**config.mk**
```make
export PLATFORM = sky130hd
export DESIGN_NAME = rect_fill
export DESIGN_NICKNAME = d
export VERILOG_FILES = /design/src/rtl/rect_fill.sv
export SDC_FILE = /design/constraint.sdc
export NUM_CORES = 1
export LEC_CHECK = 0
export ABC_AREA = 0
export CORE_ASPECT_RATIO = 0.6
export CORE_MARGIN = 3
export CORE_UTILIZATION = 57
export CTS_CLUSTER_SIZE = 8
export DETAILED_ROUTE_END_ITERATION = 8
export GPL_ROUTABILITY_DRIVEN = 0
export GPL_TIMING_DRIVEN = 1
export PLACE_DENSITY = 0.81
export SLEW_MARGIN = 20
export SYNTH_ARGS = -nofsm -noshare
export SYNTH_HDL_FRONTEND = slang
export SYNTH_SLANG_ARGS = --single-unit
```
**constraint.sdc**
```tcl
create_clock -name clk -period 5.85 [get_ports clk]
set_input_delay 1.755 -clock clk [delete_from_list [all_inputs] [get_ports clk]]
set_output_delay 1.755 -clock clk [all_outputs]
set_load 0.01 [all_outputs]
```
**src/rtl/rect_fill.sv**
```systemverilog
// rect_fill: fills a rectangle of a framebuffer with one colour, one VRAM word per cycle.
// Optional feature macro: RECT_FILL_CLIP_EN (clip to FB_W x FB_H; default build writes unclipped, wrapping addresses).
// Ports: clk, reset (async, active-high);
//        cmd_valid/cmd_ready handshake with cmd_x, cmd_y, cmd_w, cmd_h, cmd_color;
//        vram_write_addr/vram_write_data/vram_write_en write port; busy, done status.
module rect_fill #(
    parameter int FB_W = 256,
    parameter int FB_H = 240
) (
    input  logic        clk,
    input  logic        reset,
    input  logic        cmd_valid,
    output logic        cmd_ready,
    input  logic [9:0]  cmd_x,
    input  logic [9:0]  cmd_y,
    input  logic [9:0]  cmd_w,
    input  logic [9:0]  cmd_h,
    input  logic [11:0] cmd_color,
    output logic [15:0] vram_write_addr,
    output logic [15:0] vram_write_data,
    output logic        vram_write_en,
    output logic        busy,
    output logic        done
);
    typedef enum logic [1:0] {IDLE, CLIP, FILL, DONE} state_t;
    localparam logic [10:0] FBW11 = 11'(FB_W);
    localparam logic [10:0] FBH11 = 11'(FB_H);
    localparam logic [15:0] FBW16 = 16'(FB_W);
    state_t      state;
    logic [9:0]  x0, y0, w0, h0;
    logic [11:0] color;
    logic [10:0] x1, y1, cx, cy;
    logic [15:0] row_base;
    logic [10:0] sum_x, sum_y, ex, ey;
    logic [15:0] base0;
    logic        skip;
    assign sum_x = {1'b0, x0} + {1'b0, w0};
    assign sum_y = {1'b0, y0} + {1'b0, h0};
    // Start-row base is a constant-coefficient product (shift/add); later rows step by FB_W.
    assign base0 = {6'd0, y0} * FBW16;
`ifdef RECT_FILL_CLIP_EN
    assign ex   = sum_x > FBW11 ? FBW11 : sum_x;
    assign ey   = sum_y > FBH11 ? FBH11 : sum_y;
    assign skip = w0 == 10'd0 || h0 == 10'd0 || {1'b0, x0} >= FBW11 || {1'b0, y0} >= FBH11;
`else
    assign ex   = sum_x;
    assign ey   = sum_y;
    assign skip = w0 == 10'd0 || h0 == 10'd0;
`endif
    assign cmd_ready     = state == IDLE;
    assign busy          = state != IDLE;
    assign done          = state == DONE;
    assign vram_write_en = state == FILL;
    always_ff @(posedge clk or posedge reset) begin
        if (reset) begin
            state           <= IDLE;
            x0              <= '0;
            y0              <= '0;
            w0              <= '0;
            h0              <= '0;
            color           <= '0;
            x1              <= '0;
            y1              <= '0;
            cx              <= '0;
            cy              <= '0;
            row_base        <= '0;
            vram_write_addr <= '0;
            vram_write_data <= '0;
        end else begin
            case (state)
                IDLE: if (cmd_valid) begin
                    x0    <= cmd_x;
                    y0    <= cmd_y;
                    w0    <= cmd_w;
                    h0    <= cmd_h;
                    color <= cmd_color;
                    state <= CLIP;
                end
                CLIP: begin
                    x1              <= ex;
                    y1              <= ey;
                    cx              <= {1'b0, x0};
                    cy              <= {1'b0, y0};
                    row_base        <= base0;
                    vram_write_addr <= base0 + {6'd0, x0};
                    vram_write_data <= {4'd0, color};
                    state           <= skip ? DONE : FILL;
                end
                FILL: begin
                    if (cx + 11'd1 != x1) begin
                        cx              <= cx + 11'd1;
                        vram_write_addr <= vram_write_addr + 16'd1;
                    end else if (cy + 11'd1 != y1) begin
                        cx              <= {1'b0, x0};
                        cy              <= cy + 11'd1;
                        row_base        <= row_base + FBW16;
                        vram_write_addr <= row_base + FBW16 + {6'd0, x0};
                    end else begin
                        state <= DONE;
                    end
                end
                DONE: state <= IDLE;
                default: state <= IDLE;
            endcase
        end
    end
endmodule

```
* After elaboration in Yosys (flattened, before gate mapping) *
Cells that the tools add are included.

word-level totals
  logic and storage cells = 58
  output and inout port bits = 36
  register bits after elaboration = 142
  input port bits = 55

cells by class
  add/sub/neg operators = 8
  equality and inequality tests = 10
  mux-type cells = 17
  reduce and logical (&&, ||, !) cells = 10

operators with widths
  operator                                                                count
  16-bit two-way mux                                                      4
  16-bit one-hot mux with 2 select lines                                  2
  11-bit two-way mux                                                      4
  11-bit one-hot mux with 2 select lines                                  2
  16-bit by 10-bit adder with 16-bit output                               2
  10-bit by 10-bit adder with 11-bit output                               2
  11-bit by 1-bit adder with 11-bit output (second input constant)        2
  11-bit != test                                                          2
  10-bit zero test                                                        2
  16-bit by 1-bit adder with 16-bit output (second input constant)        1
  16-bit by 9-bit adder with 16-bit output (second input constant)        1
  2-bit one-hot mux with 4 select lines                                   1
  2-bit two-way mux                                                       3
  2-bit != test (second input constant)                                   3
  3-bit AND reduction                                                     2
  2-bit equality test (second input constant)                             2
  2-bit AND reduction                                                     2
  2-bit nonzero test                                                      2
  3-bit by 1-bit != test with 1-bit output (second input constant)        1
  2-bit by 1-bit equality test with 1-bit output (second input constant)  1
  2-bit zero test                                                         1
  2-bit by 1-bit != test with 1-bit output (second input constant)        1
  1-bit logical OR                                                        1
  1-bit two-way mux                                                       1

* Depth between registers and ports, before layout *
Gate-level depths: netlist of run 1.

  word-level depth = 5
  mapped depth = 12
  mapped depth without buffers = 10

* Least setup slack after synthesis of run 1 *
No wires, ideal clock.

  kind = register -> output
  from = register state[0]
  to = output busy
  setup slack = 3.094 ns
  arrival = 1.001 ns
  cell stages (with the launch flop) = 4
  cells stage by stage = dfrtp_1 -> inv_1 -> ha_1 -> inv_1

on the way
  longest elaborated chain between the ends = 1

RTL lines
  what                      RTL line  RTL
  start: declaration        29        state_t state;
  start signal: assignment  87        state <= skip ? DONE : FILL;
  2-bit nonzero test        51        assign busy = state != IDLE;
  end: declaration          22        output logic busy,

Every way passes these cells.

* Worst setup path after layout of run 1 *
  from = register state[0]
  to = output vram_write_en

on the way
  longest elaborated chain between the ends = 1

RTL lines
  what                 RTL line  RTL
  2-bit equality test  53        assign vram_write_en = state == FILL;
  end: declaration     21        output logic vram_write_en,

Every way passes these cells.

==> results of run 1 <==
cell usage after synthesis, drive strengths merged, types with 3 or more instances:
cell type / instances / area, um^2
dfrtp: 134 / 3350
mux2: 82 / 923
nand2: 52 / 195
xnor2: 46 / 403
a21oi: 45 / 225
nor2: 43 / 178
o21ai: 39 / 206
inv: 36 / 135
ha: 32 / 400
nand3: 26 / 140
buf: 24 / 150
clkbuf: 23 / 86.3
a31oi: 17 / 106
mux2i: 17 / 170
xor2: 17 / 149
o22ai: 15 / 93.8
nor3: 12 / 71.3
nand4: 11 / 90.1
nor4: 9 / 92.6
o21a: 9 / 67.6
a22oi: 8 / 60.1
nor2b: 8 / 50.1
a21o: 7 / 52.6
a2bb2oi: 7 / 61.3
and3: 6 / 37.5
o21bai: 6 / 45.0
a211oi: 5 / 42.5
or3: 4 / 25.0
and2: 3 / 18.8
fa: 3 / 60.1
nor3b: 3 / 22.5
o211ai: 3 / 36.3
o22a: 3 / 26.3
o31a: 3 / 26.3
o31ai: 3 / 36.3
metrics by stage:
step / total power, uW / util, % / setup slack [ps]
after global routing: 7280 / 69.7 / 1680
after CTS: 6770 / 69.7 / 1820
final: 6800 / 69.7 / 1780
after floorplan: 4650 / - / 512
after global placement: 5390 / 65.5 / 2190
after detailed placement: 5640 / 65.5 / 2140
power groups by stage:
stage               registers [uW]  logic [uW]  clock network (uW)
CTS                           2050        3650                1070
global route                  2130        4030                1120
floorplan                     1820        2820                   0
detailed placement            2050        3590                   0
finish                        2070        3670                1060
global placement              2010        3380                   0
final timing paths:
path / depth (start not counted) / startpoint / end
max reg2reg: 9 / cy[0]$_DFFE_PP0P_ / vram_write_addr[4]$_DFFE_PP0P_
min: 1 / color[9]$_DFFE_PP0P_ / color[9]$_DFFE_PP0P_
max: 4 / state[0]$_DFFE_PP0P_ / vram_write_en
max in group asynchronous: 3 / reset / vram_write_addr[3]$_DFFE_PP0P_
min in group asynchronous: 3 / reset / y0[3]$_DFFE_PP0P_
min reg2reg: 1 / color[9]$_DFFE_PP0P_ / color[9]$_DFFE_PP0P_
sequential cells by signal (all words and copies together), names as in the netlist:
signal and cells:
x0 10, w0 10, row_base 8, vram_write_data 12, vram_write_addr 16, h0 10, state 2, y0 10
y1 11, x1 11, cy 11, cx 11, color 12
final cells by class:
cell class	instances	area share (%)
clock buffers	19	4.61
clock inverters	13	1.39
flip-flops and latches	134	34.9
multi-input cells	575	45.7
repair buffers	91	9.48
well taps	192	2.50
inverters	37	1.47
placed cells by master (no fill, tap or decap), types with 4 or more instances in the layout:
cell type and instances:
a211oi_1 4, a21o_1 7, a21oi_1 45, a22oi_1 8, a2bb2oi_1 7, a31oi_1 17
and3_1 6, buf_4 4, clkbuf_16 17, clkdlybuf4s50_1 86, conb_1 4, dfrtp_1 134
ha_1 32, inv_1 35, inv_6 8, mux2_2 82, mux2i_1 17, nand2_1 51
nand3_1 24, nand4_1 9, nor2_1 42, nor2b_1 8, nor3_1 11, nor4_1 6
o21a_1 9, o21ai_0 38, o21bai_1 6, o22ai_1 15, or3_1 4, xnor2_1 46
xor2_1 17
routing by layer:
metal / vias to the layer above / GRT usage (%)
met1: 3193 / 38.4
met5: - / 0
met2: 282 / 40.4
li1: 2991 / -
met3: 25 / 7.21
met4: 0 / 7.33
logic make-up after synthesis:
logic type / after synthesis / share of synthesized area [%]
AOI/OAI and AO/OA: 191 / 16.0
xor gates and xnor gates: 63 / 6.81
adders and majority gates: 35 / 5.68
buffers and inverters: 84 / 4.63
DFF: 134 / 41.4
muxes: 99 / 13.5
other: 1 / 0.0463
and+or+nand+nor: 183 / 12.0
==> metrics.yaml, run 1 <==
status: "finished clean"
grt_pass1_wl_mm: 34.0
combinationalPowerShare_pct: 54.0
dieArea_um2: 15700
ys_seq_area_share_pct: 41.4
layout-drive-gt1-share_pct: 16.1
dpl_cell_area_um2: 9030
fin_setup_tns_ps: 0
grt_overflow: 0
setup_violations: 0
dominantRegCellSynth: "dfrtp_1"
dpl.hpwl_mm: 14.5
cp_top_family: "buffers and inverters"
synth_cell_types: 74
clk_latency_ps: 430
io_buffers: 86
area_growth_pct: 18.6
cp_max_fo: 45
nFillCells: 1009
top_layer: "met4"
start_kind: "flop"
slew_viol_final: 0
hold_violations: 0
p_sw_uw: 2990
skew_ps: 9.49
max_cap_violations: 0
grt_pass1_vias: 6551
cts_sinks: 134
route.met2.wl_mm: 9.03
rrSetupSlack_ps: 2180
cts_made_buffers: 17
cts_setup_buffers: 0
wl_mm: 20.7
worstSetupPathType: "flop to output pin"
dr.pass1.iters: 5
hold-worst-slack_ps: 503
ir_drop_mv: 0.321
max_slew_margin_pct: 40.4
viasPerCell: 6.12
path_cells: "inv_1 -> ha_1 -> buf_4 -> clkdlybuf4s50_1"
dp_cells: 1029
antenna_cells: 0
syn-instance-count: 790
vias: 6491
slowest_delay_ps: 640
synth_area_per_cell_um2: 10.3
clockBufferDepth: 2
wl_per_cell_um: 19.5
seqCellArea_um2: 3350
max_freq_mhz: 246
seq_power_share_pct: 30.4
final_cell_area_um2: 9610
syn_area_um2: 8100
internal_power_uw: 3810
h-tree-depth: 4
path_clk_slew_ps: 70
cts_tree: "built"
die_h_um: 98.4
grt_max_degree: 135
critPathArrivalTime_ps: 2320
instances_no_fill: 1061
ant_nets: 0
cts.hold.buffers_added: 0
drtIter0Drc: 685
wl_met1_mm: 9.51
crit_path_end_kind: "output pin"
p_per_area_nw_per_um2: 708
wl_met3_mm: 1.87
synth-seq-cells: 134
die_x_um: 160
synth_async_sr_flop_share_pct: 100
tightest_slew_ps: 894
crit_buf_inv: 3
clockPowerShare_pct: 15.6
fin_crit_ps: 4070
crit_slowest_cell: "clkdlybuf4s50_1"
hp-class: "flop to flop"
row_count: 33
multi_input_area_um2: 4390
synth-edff-count: 0
start_util_pct: 58.8
period_share_pct: 69.6
p_sw_share_pct: 44.0
grt_util_all_layers_pct: 26.8
rsz0062_at_grt: "false"
yosys_warnings: 0
antenna_found_initial: 0
leakage_uw: 0.00398
nets: 946
core_um2: 13800
cp.required_ps: 4090
num_io_pins: 91
cts_resized: 0
drcViolationCount: 0
cts-root-buf: "clkbuf_16"
No activity file was read; power rests on OpenSTA's default activity.
==> run 2, diff against run 1 <==
--- a/config.mk
+++ b/config.mk
@@ -8,12 +8,12 @@
 export ABC_AREA = 0
 export CORE_ASPECT_RATIO = 0.6
 export CORE_MARGIN = 3
-export CORE_UTILIZATION = 57
+export CORE_UTILIZATION = 52
 export CTS_CLUSTER_SIZE = 8
 export DETAILED_ROUTE_END_ITERATION = 8
 export GPL_ROUTABILITY_DRIVEN = 0
 export GPL_TIMING_DRIVEN = 1
-export PLACE_DENSITY = 0.81
+export PLACE_DENSITY = 0.78
 export SLEW_MARGIN = 20
 export SYNTH_ARGS = -nofsm -noshare
 export SYNTH_HDL_FRONTEND = slang
==> constraint.sdc (replaced) <==
create_clock -name clk -period 3.54 [get_ports clk]
set_input_delay 1.062 -clock clk [delete_from_list [all_inputs] [get_ports clk]]
set_output_delay 1.062 -clock clk [all_outputs]
set_load 0.01 [all_outputs]
==> run 2 against run 1 <==
Wire length is 2.9% lower. Clock skew is 5.4 ps higher. Sequential power rose by 65%. Register-to-register slack worse by 1900 ps. Core utilization is 4.6 points lower. Cell count grew 1.1%. Clock-buffer cell count is 1 lower. Clock power grew 64%. Non-clock buffer count rose by 6. Flip-flop and latch count unchanged.
==> metrics.yaml, run 2 (same netlist as run 1, synthesis figures left out) <==
h-tree-depth: 4
dpl.hpwl_mm: 14.3
vias: 6358
layout-drive-gt1-share_pct: 16.8
core_um2: 14800
skew_ps: 14.9
setup_violations: 0
dr.pass1.iters: 6
max_freq_mhz: 302
period_share_pct: 93.4
dieArea_um2: 17200
final_common_cell: "dfrtp_1"
die_h_um: 103
clockBufferDepth: 2
die_x_um: 167
hp-class: "flop to flop"
ant_nets: 0
cts_resized: 0
cts.hold.buffers_added: 0
grt_max_degree: 135
rsz0062_at_grt: "false"
max_slew_margin_pct: 39.3
grt_util_all_layers_pct: 24.2
tightest_slew_ps: 910
nets: 952
drcViolationCount: 0
p_per_area_nw_per_um2: 1160
wl_mm: 20.1
cts_tree: "built"
final_cell_area_um2: 9670
hold-worst-slack_ps: 502
setup_slack_ps: 233
cp_max_fo: 24
antenna_found_initial: 0
pre_cts_slack_ps: 380
io_buffers: 86
fin_crit_ps: 3310
area_growth_pct: 19.3
cp.required_ps: 3880
crit_path_end_kind: "flop"
cp_top_family: "compound AO/OA/AOI/OAI gates"
drtIter0Drc: 627
cts_made_buffers: 17
grt_overflow: 0
leakage_uw: 0.00400
dpl_cell_area_um2: 9100
cts_sinks: 134
num_io_pins: 91
antenna_cells: 0
crit_slowest_cell: "o31a_1"
slew_viol_final: 0
path_cells: "ha_1 -> nand3_1 -> nor3_1 -> o21ai_0 -> nand3_2 -> o31a_1 -> o21ai_0 -> a22oi_1"
crit_buf_inv: 0
final_cell_mix: "134 x dfrtp_1, 86 x clkdlybuf4s50_1, 82 x mux2_2"
fin_setup_tns_ps: 0
largest_register_ffs: 16
status: "finished clean"
regMostFlops: "vram_write_addr"
slowest_delay_ps: 770
start_util_pct: 54.6
critPathMostFrequentCell: "o21ai_0"
critPathArrivalTime_ps: 3640
path_clk_slew_ps: 70
total_power_uw: 11200
max_cap_violations: 0
worstSetupPathType: "flop to flop"
grt_pass1_wl_mm: 32.8
cts-root-buf: "clkbuf_16"
ir_drop_mv: 0.631
clk_latency_ps: 430
top_regs: "vram_write_addr x16, color x12, vram_write_data x12"
hold_violations: 0
wl_per_cell_um: 18.7
start_kind: "flop"
viasPerCell: 5.93
cts_setup_buffers: 0
row_count: 34
grt_pass1_vias: 6045
## run 2: worst paths after layout
| path | startpoint | end | slack (ps) | cells past startpoint |
|---|---|---|---|---|
| worst min register to register | color[4]$_DFFE_PP0P_ | vram_write_data[4]$_DFFE_PP0P_ | 500 | 1 |
| min in group asynchronous | reset | color[10]$_DFFE_PP0P_ | 1200 | 3 |
| worst max-delay path | cy[0]$_DFFE_PP0P_ | cx[8]$_DFFE_PP0P_ | 230 | 8 |
| max in group asynchronous | reset | cx[10]$_DFFE_PP0P_ | 1820 | 3 |
| worst max register to register | cy[0]$_DFFE_PP0P_ | cx[8]$_DFFE_PP0P_ | 230 | 8 |
| worst min-delay path | color[4]$_DFFE_PP0P_ | vram_write_data[4]$_DFFE_PP0P_ | 500 | 1 |
## run 2: layout make-up
type	count	area, um^2
repair buffers	97	968
clock inverters	14	129
fillers	1159	5180
flip-flops and latches	134	3350
clock buffers	18	439
multi-input cells	575	4390
well taps	198	248
inverters	37	143
## run 2: power by group
| part | switching (uW) | internal [uW] | leakage [uW] |
|---|---|---|---|
| logic | 3070 | 2960 | 0.00216 |
| clock network | 791 | 945 | 0.000272 |
| registers | 1060 | 2360 | 0.00158 |
| total | 4920 | 6260 | 0.00400 |
## run 2: stage by stage
| stage | utilization [%] | instances |
|---|---|---|
| floorplan | - | 793 |
| global placement | 61.3 | 1041 |
| detailed placement | 61.3 | 1041 |
| CTS | 65.1 | 1073 |
| global route | 65.1 | 1073 |
| finish | 65.1 | 1073 |
## run 2: metal layers
| layer | track usage [%] | up-vias | wire (um) |
|---|---|---|---|
| met3 | 7.36 | 30 | 2170 |
| li1 | - | 2983 | - |
| met1 | 37.8 | 3048 | 9990 |
| met2 | 32.0 | 297 | 7660 |
| met5 | 0 | - | 0 |
| met4 | 6.91 | 0 | 268 |
==> run 3, diff against run 2 <==
--- a/config.mk
+++ b/config.mk
@@ -7,12 +7,12 @@
 export LEC_CHECK = 0
 export ABC_AREA = 0
 export CORE_ASPECT_RATIO = 0.6
-export CORE_MARGIN = 3
+export CORE_MARGIN = 10
 export CORE_UTILIZATION = 52
 export CTS_CLUSTER_SIZE = 8
 export DETAILED_ROUTE_END_ITERATION = 8
 export GPL_ROUTABILITY_DRIVEN = 0
-export GPL_TIMING_DRIVEN = 1
+export GPL_TIMING_DRIVEN = 0
 export PLACE_DENSITY = 0.78
 export SLEW_MARGIN = 20
 export SYNTH_ARGS = -nofsm -noshare
==> run 3 against run 2 <==
Wire length up 9.1%. Maximum frequency about the same. Total power is 2.6% higher. Clock skew down 2.2 ps. Largest power group unchanged.
==> metrics.yaml, run 3 (same netlist as run 1, synthesis figures left out) <==
cp.required_ps: 3830
p_per_area_nw_per_um2: 1160
top_regs: "vram_write_addr x16, color x12, vram_write_data x12"
start_kind: "flop"
grt_util_all_layers_pct: 21.1
io_buffers: 86
die_h_um: 117
clockBufferDepth: 2
dpl_cell_area_um2: 9310
final_cell_area_um2: 9920
ir_drop_mv: 0.567
antenna_found_initial: 0
antenna_cells: 0
vias: 6603
final_cell_mix: "134 x dfrtp_1, 86 x clkdlybuf4s50_1, 82 x mux2_2"
cts_made_buffers: 17
hold_violations: 0
start_util_pct: 52.9
dpl.hpwl_mm: 16.3
tightest_slew_ps: 781
use_met2_pct: 30.1
cts.hold.buffers_added: 0
regMostFlops: "vram_write_addr"
max_freq_mhz: 302
slowest_delay_ps: 510
wl_per_cell_um: 19.6
core_um2: 15300
setup_violations: 0
dr.pass1.iters: 6
grt_overflow: 0
num_io_pins: 91
fin_crit_ps: 3310
final_common_cell: "dfrtp_1"
worstSetupPathType: "flop to flop"
drtIter0Drc: 639
nets: 992
critPathMostFrequentCell: "o21ai_0"
path_clk_slew_ps: 70
slew_viol_final: 0
viasPerCell: 5.91
h-tree-depth: 4
met1_usage_pct: 29.9
grt-busiest-layer: "met2"
crit_buf_inv: 1
die_x_um: 181
ant_nets: 0
grt_pass1_wl_mm: 35.8
layout-drive-gt1-share_pct: 17.4
critPathArrivalTime_ps: 3600
cts_setup_buffers: 0
leakage_uw: 0.00412
rsz0062_at_grt: "false"
use_met3_pct: 7.86
cts_tree: "built"
status: "finished clean"
grt_pass1_vias: 6450
crit_slowest_cell: "nor3_1"
total_power_uw: 11500
crit_path_end_kind: "flop"
cts_resized: 0
wl_mm: 21.9
path_cells: "ha_1 -> nand3_1 -> nor3_1 -> o311ai_0 -> o21ai_0 -> nand3_2 -> o31a_1 -> buf_2 -> o21ai_0 -> o22ai_1"
max_cap_violations: 0
area_growth_pct: 22.4
drcViolationCount: 0
cp_max_fo: 10
largest_register_ffs: 16
row_count: 35
cts-root-buf: "clkbuf_16"
skew_ps: 12.7
dieArea_um2: 21100
hp-class: "flop to flop"
grt_max_degree: 36
cts_sinks: 134
cp_top_family: "compound AO/OA/AOI/OAI gates"
clk_latency_ps: 430
period_share_pct: 93.4
max_slew_margin_pct: 47.9
==> run 3: changes by cell type in the layout (fill, tap and decap cells not counted), sizes merged <==
cell,previous run,this run
inv,43,44
buf,11,28
clkinvlp,4,3
bufinv,0,1
clkbuf,18,40
==> run 3: area by class of cell <==
| type | count | area (um^2) |
|---|---|---|
| Buffer | 47 | 236 |
| Multi-Input combinational cell | 575 | 4390 |
| Clock inverter | 15 | 178 |
| Inverter | 37 | 143 |
| Sequential cell | 134 | 3350 |
| Clock buffer | 17 | 425 |
| Tap cell | 203 | 254 |
| Timing Repair Buffer | 90 | 941 |
| Fill cell | 1202 | 5410 |
==> run 3: power breakdown <==
group / switching (uW) / internal [uW]
clock network: 812 / 1010
logic: 3320 / 3030
registers: 930 / 2360
total: 5060 / 6410
==> run 3: final timing paths <==
check / start / end / slack, ps / cells past startpoint
max in group asynchronous: reset / x1[5]$_DFFE_PP0P_ / 1860 / 4
worst min register to register: color[5]$_DFFE_PP0P_ / color[5]$_DFFE_PP0P_ / 500 / 1
worst min-delay path: color[5]$_DFFE_PP0P_ / color[5]$_DFFE_PP0P_ / 500 / 1
worst max register to register: cy[0]$_DFFE_PP0P_ / vram_write_addr[13]$_DFFE_PP0P_ / 230 / 10
worst max-delay path: cy[0]$_DFFE_PP0P_ / vram_write_addr[13]$_DFFE_PP0P_ / 230 / 10
min in group asynchronous: reset / h0[8]$_DFFE_PP0P_ / 980 / 2
==> run 3: layer usage <==
| metal | share of wire [%] | routed length, um |
|---|---|---|
| met5 | 0 | 0 |
| met4 | 0.56 | 123 |
| met2 | 40 | 8870 |
| met3 | 12 | 2550 |
| met1 | 47 | 10400 |
==> run 3: through the flow <==
stage               util, %  instances  TNS (ps)  setup WS [ps]  hold WS, ps
finish                 64.7       1118         0            232          503
global route           64.7       1118         0           64.0          518
CTS                    64.7       1118         0            364          506
detailed placement     60.8       1086         0            390          486
global placement       60.2       1082    -57140           -437          485
floorplan                 -        793         0            813          474
==> run 3: worst reg2reg max path: stages (launching register included) <==
cell and delay [ps]:
dfrtp_1 480, ha_1 330, nand3_1 180, nor3_1 510, o311ai_0 240, o21ai_0 170, nand3_2 320, o31a_1 440
buf_2 220, o21ai_0 160, o22ai_1 120
